<file path="src/rtl/alu_pkg.sv">
// Shared definitions for the arbitrated ALU: operand width, opcodes and the FSM state type.
package alu_pkg;

    localparam int unsigned ALU_W = 8;

    localparam logic [2:0] ALU_ADD = 3'b000;
    localparam logic [2:0] ALU_NOT = 3'b001;
    localparam logic [2:0] ALU_AND = 3'b010;
    localparam logic [2:0] ALU_OR  = 3'b011;
    localparam logic [2:0] ALU_SRA = 3'b100;
    localparam logic [2:0] ALU_SHL = 3'b101;
    localparam logic [2:0] ALU_BEQ = 3'b110;
    localparam logic [2:0] ALU_BNE = 3'b111;

    typedef enum logic [1:0] {
        IDLE,
        EXEC,
        RESP
    } state_e;

endpackage

</file>
<file path="src/rtl/alu_req_arbiter_alu.sv">
// Shared 8-bit ALU: purely combinational, fed from the arbiter's latched operand registers.
module alu_req_arbiter_alu
    import alu_pkg::*;
(
    input  logic [2:0]       op,
    input  logic [ALU_W-1:0] a,
    input  logic [ALU_W-1:0] b,
    output logic [ALU_W-1:0] f,
    output logic             ovf,
    output logic             take_branch
);

    logic [ALU_W-1:0] sum;

    assign sum = a + b;

    always_comb begin
        f           = '0;
        ovf         = 1'b0;
        take_branch = 1'b0;
        unique case (op)
            ALU_ADD: begin
                f   = sum;
                // Signed overflow: like-signed operands producing a result of the other sign.
                ovf = (a[ALU_W-1] == b[ALU_W-1]) && (sum[ALU_W-1] != a[ALU_W-1]);
            end
            ALU_NOT: f = ~b;
            ALU_AND: f = a & b;
            ALU_OR:  f = a | b;
            ALU_SRA: f = {a[ALU_W-1], a[ALU_W-1:1]};
            ALU_SHL: f = {a[ALU_W-2:0], 1'b0};
            ALU_BEQ: take_branch = (a == b);
            ALU_BNE: take_branch = (a != b);
            default: f = '0;
        endcase
    end

endmodule

</file>
<file path="src/rtl/alu_req_arbiter.sv">
// Round-robin arbiter sharing one ALU between NUM_REQ valid/ready requesters, with a
// registered backpressured response channel and saturating per-requester op counters.
module alu_req_arbiter
    import alu_pkg::*;
#(
    parameter int NUM_REQ = 2,
    parameter int CNT_W   = 16,
    localparam int ID_W   = $clog2(NUM_REQ)
) (
    input  logic                     clk,
    input  logic                     rst,
    input  logic [NUM_REQ-1:0]       req_valid,
    output logic [NUM_REQ-1:0]       req_ready,
    input  logic [NUM_REQ*3-1:0]     req_op,
    input  logic [NUM_REQ*8-1:0]     req_a,
    input  logic [NUM_REQ*8-1:0]     req_b,
    output logic                     rsp_valid,
    input  logic                     rsp_ready,
    output logic [ID_W-1:0]          rsp_id,
    output logic [ALU_W-1:0]         rsp_f,
    output logic                     rsp_ovf,
    output logic                     rsp_branch,
    input  logic                     cnt_clr,
    output logic [NUM_REQ*CNT_W-1:0] op_count
);

    state_e state_q, state_d;

    logic [ID_W-1:0]  rr_ptr_q;
    logic [ID_W-1:0]  winner;
    logic             any_valid;
    logic             accept;
    logic             rsp_done;

    logic [2:0]       op_q;
    logic [ALU_W-1:0] a_q, b_q;
    logic [ID_W-1:0]  id_q;

    logic [ALU_W-1:0] alu_f;
    logic             alu_ovf;
    logic             alu_branch;

    logic [CNT_W-1:0] cnt_q [NUM_REQ];

    // First valid requester strictly after ptr, wrapping; the smallest offset wins.
    function automatic logic [ID_W-1:0] rr_pick(input logic [NUM_REQ-1:0] valid,
                                                 input logic [ID_W-1:0]    ptr);
        logic [ID_W-1:0] pick;
        int              idx;
        pick = ptr;
        for (int k = NUM_REQ; k >= 1; k--) begin
            idx = (int'(ptr) + k) % NUM_REQ;
            if (valid[idx]) pick = ID_W'(idx);
        end
        return pick;
    endfunction

    assign any_valid = |req_valid;
    assign winner    = rr_pick(req_valid, rr_ptr_q);
    assign accept    = (state_q == IDLE) && any_valid && !rst;
    assign rsp_done  = (state_q == RESP) && rsp_ready;

    // State register.
    always_ff @(posedge clk) begin
        if (rst) state_q <= IDLE;
        else     state_q <= state_d;
    end

    // Next-state logic.
    always_comb begin
        state_d = state_q;
        unique case (state_q)
            IDLE:    if (any_valid) state_d = EXEC;
            EXEC:    state_d = RESP;
            RESP:    if (rsp_ready) state_d = IDLE;
            default: state_d = IDLE;
        endcase
    end

    // Output logic: grant is combinational and only offered in IDLE.
    always_comb begin
        req_ready = '0;
        if (accept) req_ready[winner] = 1'b1;
    end

    always_ff @(posedge clk) begin
        if (rst) begin
            rr_ptr_q   <= ID_W'(NUM_REQ - 1);
            op_q       <= '0;
            a_q        <= '0;
            b_q        <= '0;
            id_q       <= '0;
            rsp_valid  <= 1'b0;
            rsp_id     <= '0;
            rsp_f      <= '0;
            rsp_ovf    <= 1'b0;
            rsp_branch <= 1'b0;
        end else begin
            if (accept) begin
                op_q     <= req_op[int'(winner)*3 +: 3];
                a_q      <= req_a[int'(winner)*8 +: 8];
                b_q      <= req_b[int'(winner)*8 +: 8];
                id_q     <= winner;
                rr_ptr_q <= winner;
            end
            if (state_q == EXEC) begin
                rsp_valid  <= 1'b1;
                rsp_id     <= id_q;
                rsp_f      <= alu_f;
                rsp_ovf    <= alu_ovf;
                rsp_branch <= alu_branch;
            end
            if (rsp_done) rsp_valid <= 1'b0;
        end
    end

    for (genvar i = 0; i < NUM_REQ; i++) begin : g_cnt
        always_ff @(posedge clk) begin
            if (rst || cnt_clr) begin
                cnt_q[i] <= '0;
            end else if (rsp_done && (int'(rsp_id) == i) && (cnt_q[i] != {CNT_W{1'b1}})) begin
                cnt_q[i] <= cnt_q[i] + 1'b1;
            end
        end
        assign op_count[i*CNT_W +: CNT_W] = cnt_q[i];
    end

    alu_req_arbiter_alu u_alu (
        .op          (op_q),
        .a           (a_q),
        .b           (b_q),
        .f           (alu_f),
        .ovf         (alu_ovf),
        .take_branch (alu_branch)
    );

endmodule

</file>
<file path="config.mk">
export PLATFORM = sky130hd
export DESIGN_NAME = alu_req_arbiter
export DESIGN_NICKNAME = d
export VERILOG_FILES = /design/src/rtl/alu_pkg.sv /design/src/rtl/alu_req_arbiter_alu.sv /design/src/rtl/alu_req_arbiter.sv
export SDC_FILE = /design/constraint.sdc
export NUM_CORES = 1
export LEC_CHECK = 0
export ABC_CLOCK_PERIOD_IN_PS = 7200
export CAP_MARGIN = 20
export CORE_ASPECT_RATIO = 1.1
export CORE_MARGIN = 8
export CORE_UTILIZATION = 30
export DETAILED_ROUTE_END_ITERATION = 7
export PLACE_DENSITY = 0.6
export SKIP_LAST_GASP = 1
export SLEW_MARGIN = 15
export SYNTH_ARGS = -nofsm -noshare
export SYNTH_HDL_FRONTEND = slang
export SYNTH_SLANG_ARGS = --single-unit
export TNS_END_PERCENT = 10
</file>
<file path="constraint.sdc">
create_clock -name clk -period 7.2 [get_ports clk]
set_input_delay 1.08 -clock clk [delete_from_list [all_inputs] [get_ports clk]]
set_output_delay 1.08 -clock clk [all_outputs]
set_load 0.02 [all_outputs]
</file>
Word level (Yosys, flattened, before mapping)
Memories as Yosys holds them, arrays and structs flattened.
Cells that the tools add are included.
{"block": "totals", "ff_bits": 35, "ramBits": 32, "output_inout_bits": 46, "word_cells": 93, "n_memories": 1}
{"name": "cnt_q", "depth": 2, "word_bits": 16, "read_ports": 2, "rd_clocked_by_memory_dff": 0, "wr": 2, "line_no": "alu_req_arbiter.sv:43", "rtl": "logic [CNT_W-1:0] cnt_q [NUM_REQ];"}
{"block": "op_classes", "add_sub_neg": 5, "mul": 1, "order_cmp": 4, "eq_ne": 17, "n_shift": 3, "muxes": 27, "bitwise": 8, "n_reduce_logical": 16}
{"op": "$pmux W8 S6", "n": 1}
{"op": "$add A16 B1 Y16 const B", "n": 2}
{"op": "$mux W16", "n": 2}
{"op": "$ne A16 B16 Y1 const B", "n": 2}
{"op": "$shiftx A16 B5 Y8", "n": 2}
{"op": "$mux W1", "n": 18}
{"op": "$eq A3 B3 Y1 const B", "n": 4}
{"op": "$logic_and A1 B1 Y1", "n": 9}
{"op": "$add A8 B8 Y8", "n": 1}
{"op": "$and A8 B8 Y8", "n": 1}
{"op": "$eq A8 B8 Y1", "n": 1}
{"op": "$ne A8 B8 Y1", "n": 1}
{"op": "$not A8 Y8", "n": 1}
{"op": "$or A8 B8 Y8", "n": 1}
{"op": "$eq A3 B2 Y1 const B", "n": 2}
{"op": "$lt A2 B3 Y1 const B", "n": 2}
{"op": "$mux W2", "n": 3}
{"op": "$pmux W2 S3", "n": 1}
{"op": "$shiftx A6 B4 Y3", "n": 1}
{"op": "$ne A2 B2 Y1 const B", "n": 2}
{"op": "$reduce_or A2 Y1", "n": 2}
{"op": "$eq A3 B1 Y1 const B", "n": 1}
{"op": "$logic_not A3 Y1", "n": 1}
{"op": "$mul A1 B2 Y3 const B", "n": 1}
{"op": "16 further kinds", "n": 19}

Longest topological paths before layout
{"block": "depth", "depth_word": 12, "depth_mapped": 8, "depth_no_buf": 8}

Hierarchy
From an unflattened synthesis, not the netlist that was laid out.
{"block": "unflattened", "hier_cells": 446, "hier_area_um2": 4018.9}
{"module": "alu_req_arbiter", "n_inst": 1, "cells_per_inst": 320, "area_each_um2": 3095.5, "seq_area_each_um2": 1661.6}
{"module": "alu_req_arbiter_alu", "n_inst": 1, "cells_per_inst": 126, "area_each_um2": 923.4, "seq_area_each_um2": 0.0}

Worst setup path after synthesis
Ideal clock, no wire load.
{"block": "synth_path", "kind": "in2out", "from": "in rst", "to": "out req_ready[1]", "t_arrival_ps": 1948, "t_required_ps": 6120, "path_slack_ps": 4172, "stages": 3, "path_buffers": 2, "cell_sequence": "clkbuf_1 > clkbuf_1 > nor3_1"}
{"block": "synth_via", "elab_chain_len": 3}
{"element": "start, declared", "line_no": "alu_req_arbiter.sv:11", "rtl": "input logic rst,"}
{"element": "$logic_not A1 Y1", "line_no": "alu_req_arbiter.sv:60", "rtl": "assign accept = (state_q == IDLE) && any_valid && !rst;"}
{"element": "$logic_and A1 B1 Y1", "line_no": "alu_req_arbiter.sv:60"}
{"element": "$mux W2", "line_no": "alu_req_arbiter.sv:83", "rtl": "if (accept) req_ready[winner] = 1'b1;"}
{"element": "end, declared", "line_no": "alu_req_arbiter.sv:13", "rtl": "output logic [NUM_REQ-1:0] req_ready,"}
No other way between the ends.

Worst setup path in the final report
{"block": "layout_path", "from": "in rst", "to": "out req_ready[0]"}
Same word-level chain as after synthesis.

==> metrics.md <==
| Metric | Value |
|---|---|
| Clk Latency, worst-skew pair | `0.33 ns` |
| Post-CTS setup buffers | `0` |
| Post-Syn Area | `0.004083 mm²` |
| Total routed wirelength | `10.08 mm` |
| RePlAce Congestion | `0.8411` |
| Synthesis-stage register bit count | `67` |
| Yosys warns | `0` |
| Worst Tran Pin Value | `0.9636 ns` |
| Number of DRC markers in iteration 0 | `160` |
| Antenna Cells | `0` |
| EDFF count, synth | `32` |
| Setup TNS | `0 ns` |
| Share of layout cells above drive strength 1 | `0.07839` |
| Grt total ovfl | `0` |
| Peak VDD IR | `0.1305 mV` |
| Sequential element share of the synthesized area | `0.4070` |
| Post-synth top cells | `61 x nor2_1, 35 x dfxtp_1, 32 x edfxtp_1` |
| Setup WS post-layout | `2.874 ns` |
| Num CTS Buffers | `9` |
| Crit path launch type | `primary input` |
| Die area | `0.01760 mm²` |
| CTS tree | `built` |
| Final Setup Violations | `0` |
| Initial antenna violation count | `0` |
| Synth async-reset ratio | `0` |
| Status | `complete, no violations` |
| CP required | `6.12 ns` |
| Detailed placement HPWL | `7.827 mm` |
| Fin util | `0.4079` |
| Area share of the largest cell type after synthesis | `0.2354` |
| Design area | `0.005411 mm²` |
| Initial Utilization | `0.3077` |
| Clk pin slew, worst setup/hold paths | `0.05 ns` |
| Worst Setup End Kind | `output port` |
| Tmin final | `4.326 ns` |
| Via Count | `3408` |
| Nets | `582` |
| Total GRT Usage | `0.1162` |
| I/O Pins | `90` |
| PD cells | `213.6 mW/mm²` |
| RSZ-0062 raised after global routing | `no` |
| Hold_buf cts | `0` |
| Fin. Hold Viols | `0` |
| Most area-consuming cells after synthesis | `edfxtp_1 24%, dfxtp_1 17%, mux2i_1 5.9%, ha_1 5.8%, nor2_1 5.6%` |
| Fillers | `1352` |
| Count of different cell masters after synthesis | `56` |
| Core Region | `0.01327 mm²` |
| Highest net fanout along the worst path | `23` |
| Wirelength per Cell | `14.25 µm` |
| CTS Buffer Depth | `2` |
| Cell with the most instances after synthesis | `nor2_1` |
| Syn_area_per_cell | `9.364 µm²` |
| Final Max Tran Viols | `0` |
| Clock skew | `0.005215 ns` |
| HP Class | `reg -> reg` |
| Crit Path Class | `in -> out` |
| Leading area contributor after synthesis | `edfxtp_1` |
| Main synth FF type | `dfxtp_1` |
| Area Overhead vs Synth | `32.55%` |
| Slew headroom | `0.3556` |
| Pin count of the biggest net entering global routing | `40` |
| CTS root buffer | `clkbuf_16` |
| Row Count | `44` |
| Max_cap viols | `0` |
| DRC errors left | `0` |
| PortBufs | `89` |
| Tcrit/Tclk final | `0.6008` |
| Placed inst area | `0.005121 mm²` |
| Die Width | `127.2 µm` |
| Die height | `138.4 µm` |
| Dpl ws | `2.675 ns` |
| Clock Sinks | `67` |
| Arrival time at the worst endpoint | `3.25 ns` |
| Post-Syn Nets | `500` |
| First-pass GRT wire length | `16.77 mm` |
| Post-DRT Antenna Nets | `0` |
| Post-Synthesis Cells | `436` |
| Vias in the first global route | `3346` |
| F_max | `231.2 MHz` |
| H-Tree Depth | `3` |
| Leak | `0.001983 µW` |
| Vias/cell | `4.820` |
| Cts repair resizes | `0` |
| Initial DRT Pass Iterations | `5` |
[metrics by stage]
stage / cells / hold slack [ns] / total power (µW)
2_1_floorplan: 436 / 0.4323 / 646.4
3_3_place_gp: 691 / 0.4601 / 741.8
3_5_place_dp: 691 / 0.4684 / 747.8
4_1_cts: 707 / 0.4759 / 1172
5_1_grt: 707 / 0.4939 / 1219
6_report: 707 / 0.4657 / 1156
[path summary, 6_finish.rpt]
check                             from                        end  slack, ns  cells after the start
max                                rst               req_ready[0]       2.87                      4
min            rsp_branch$_SDFFE_PP0N_    rsp_branch$_SDFFE_PP0N_       0.47                      2
max reg2reg  cnt_q[1][0]$_SDFFCE_PN0P_  cnt_q[1][2]$_SDFFCE_PN0P_       4.74                      6
min reg2reg    rsp_branch$_SDFFE_PP0N_    rsp_branch$_SDFFE_PP0N_       0.47                      2
[layout by cell type, fill, tap and decap left out, drive strengths merged, types with 4 or more instances in the layout]
cell type	instances
clkdlybuf4s50	89
nor2	71
dfxtp	35
edfxtp	32
a211oi	27
mux2i	24
inv	23
nand2	22
nand3	21
ha	19
o21ai	18
xor2	16
xnor2	14
nor3	12
clkbuf	12
and3	11
a21oi	10
nor2b	6
nand2b	5
buf	5
nand4	4
[flip-flops by register name, summed over array words and instances, names as in the netlist, 2 cells and up]
| signal | count |
|---|---|
| a_q | 8 |
| b_q | 8 |
| cnt_q | 32 |
| op_q | 3 |
| rsp_f | 8 |
| state_q | 2 |
[report_power, final]
group | leakage [µW] | switching [µW] | internal (µW) | total, µW
Combinational | 0.00119 | 133 | 127 | 260
Clock | 0.000148 | 156 | 262 | 418
Sequential | 0.000646 | 48.0 | 430 | 478
[kinds of logic (layout without fill, tap and decap cells)]
family                     count (synthesis)  after routing  share of synthesized area
AOI/OAI and AO/OA                         83             83                     0.1422
xor gates and xnor gates                  30             30                    0.06436
adders and majority gates                 20             20                    0.06313
buffers and inverters                     45            132                    0.05057
DFF                                       67             67                     0.4070
muxes                                     25             25                    0.06160
and+or+nand+nor                          166            166                     0.2112
[metal layers]
metal | global-route usage | wire, µm | up-vias
met4 | 0.04201 | 103 | 0
met5 | 0 | 0 | -
li1 | - | - | 1731
met1 | 0.1484 | 4687 | 1573
met2 | 0.1816 | 4682 | 96
met3 | 0.03346 | 604 | 8
[worst max-delay path, cell delays in order]
cell and delay [ns]:
clkdlybuf4s50_1 1.09, inv_1 0.28, and3_1 0.23, clkdlybuf4s50_1 0.55
[layout make-up]
class                   count  area (µm²)  area share
multi-input cells         324        2220      0.4102
flip-flops and latches     67        1662      0.3071
inverters                  22       82.58     0.01526
well taps                 184       230.2     0.04254
clock inverters             4       21.27    0.003931
repair buffers             94       928.4      0.1716
clock buffers              12       267.8     0.04948
No activity file was read; power rests on OpenSTA's default activity.
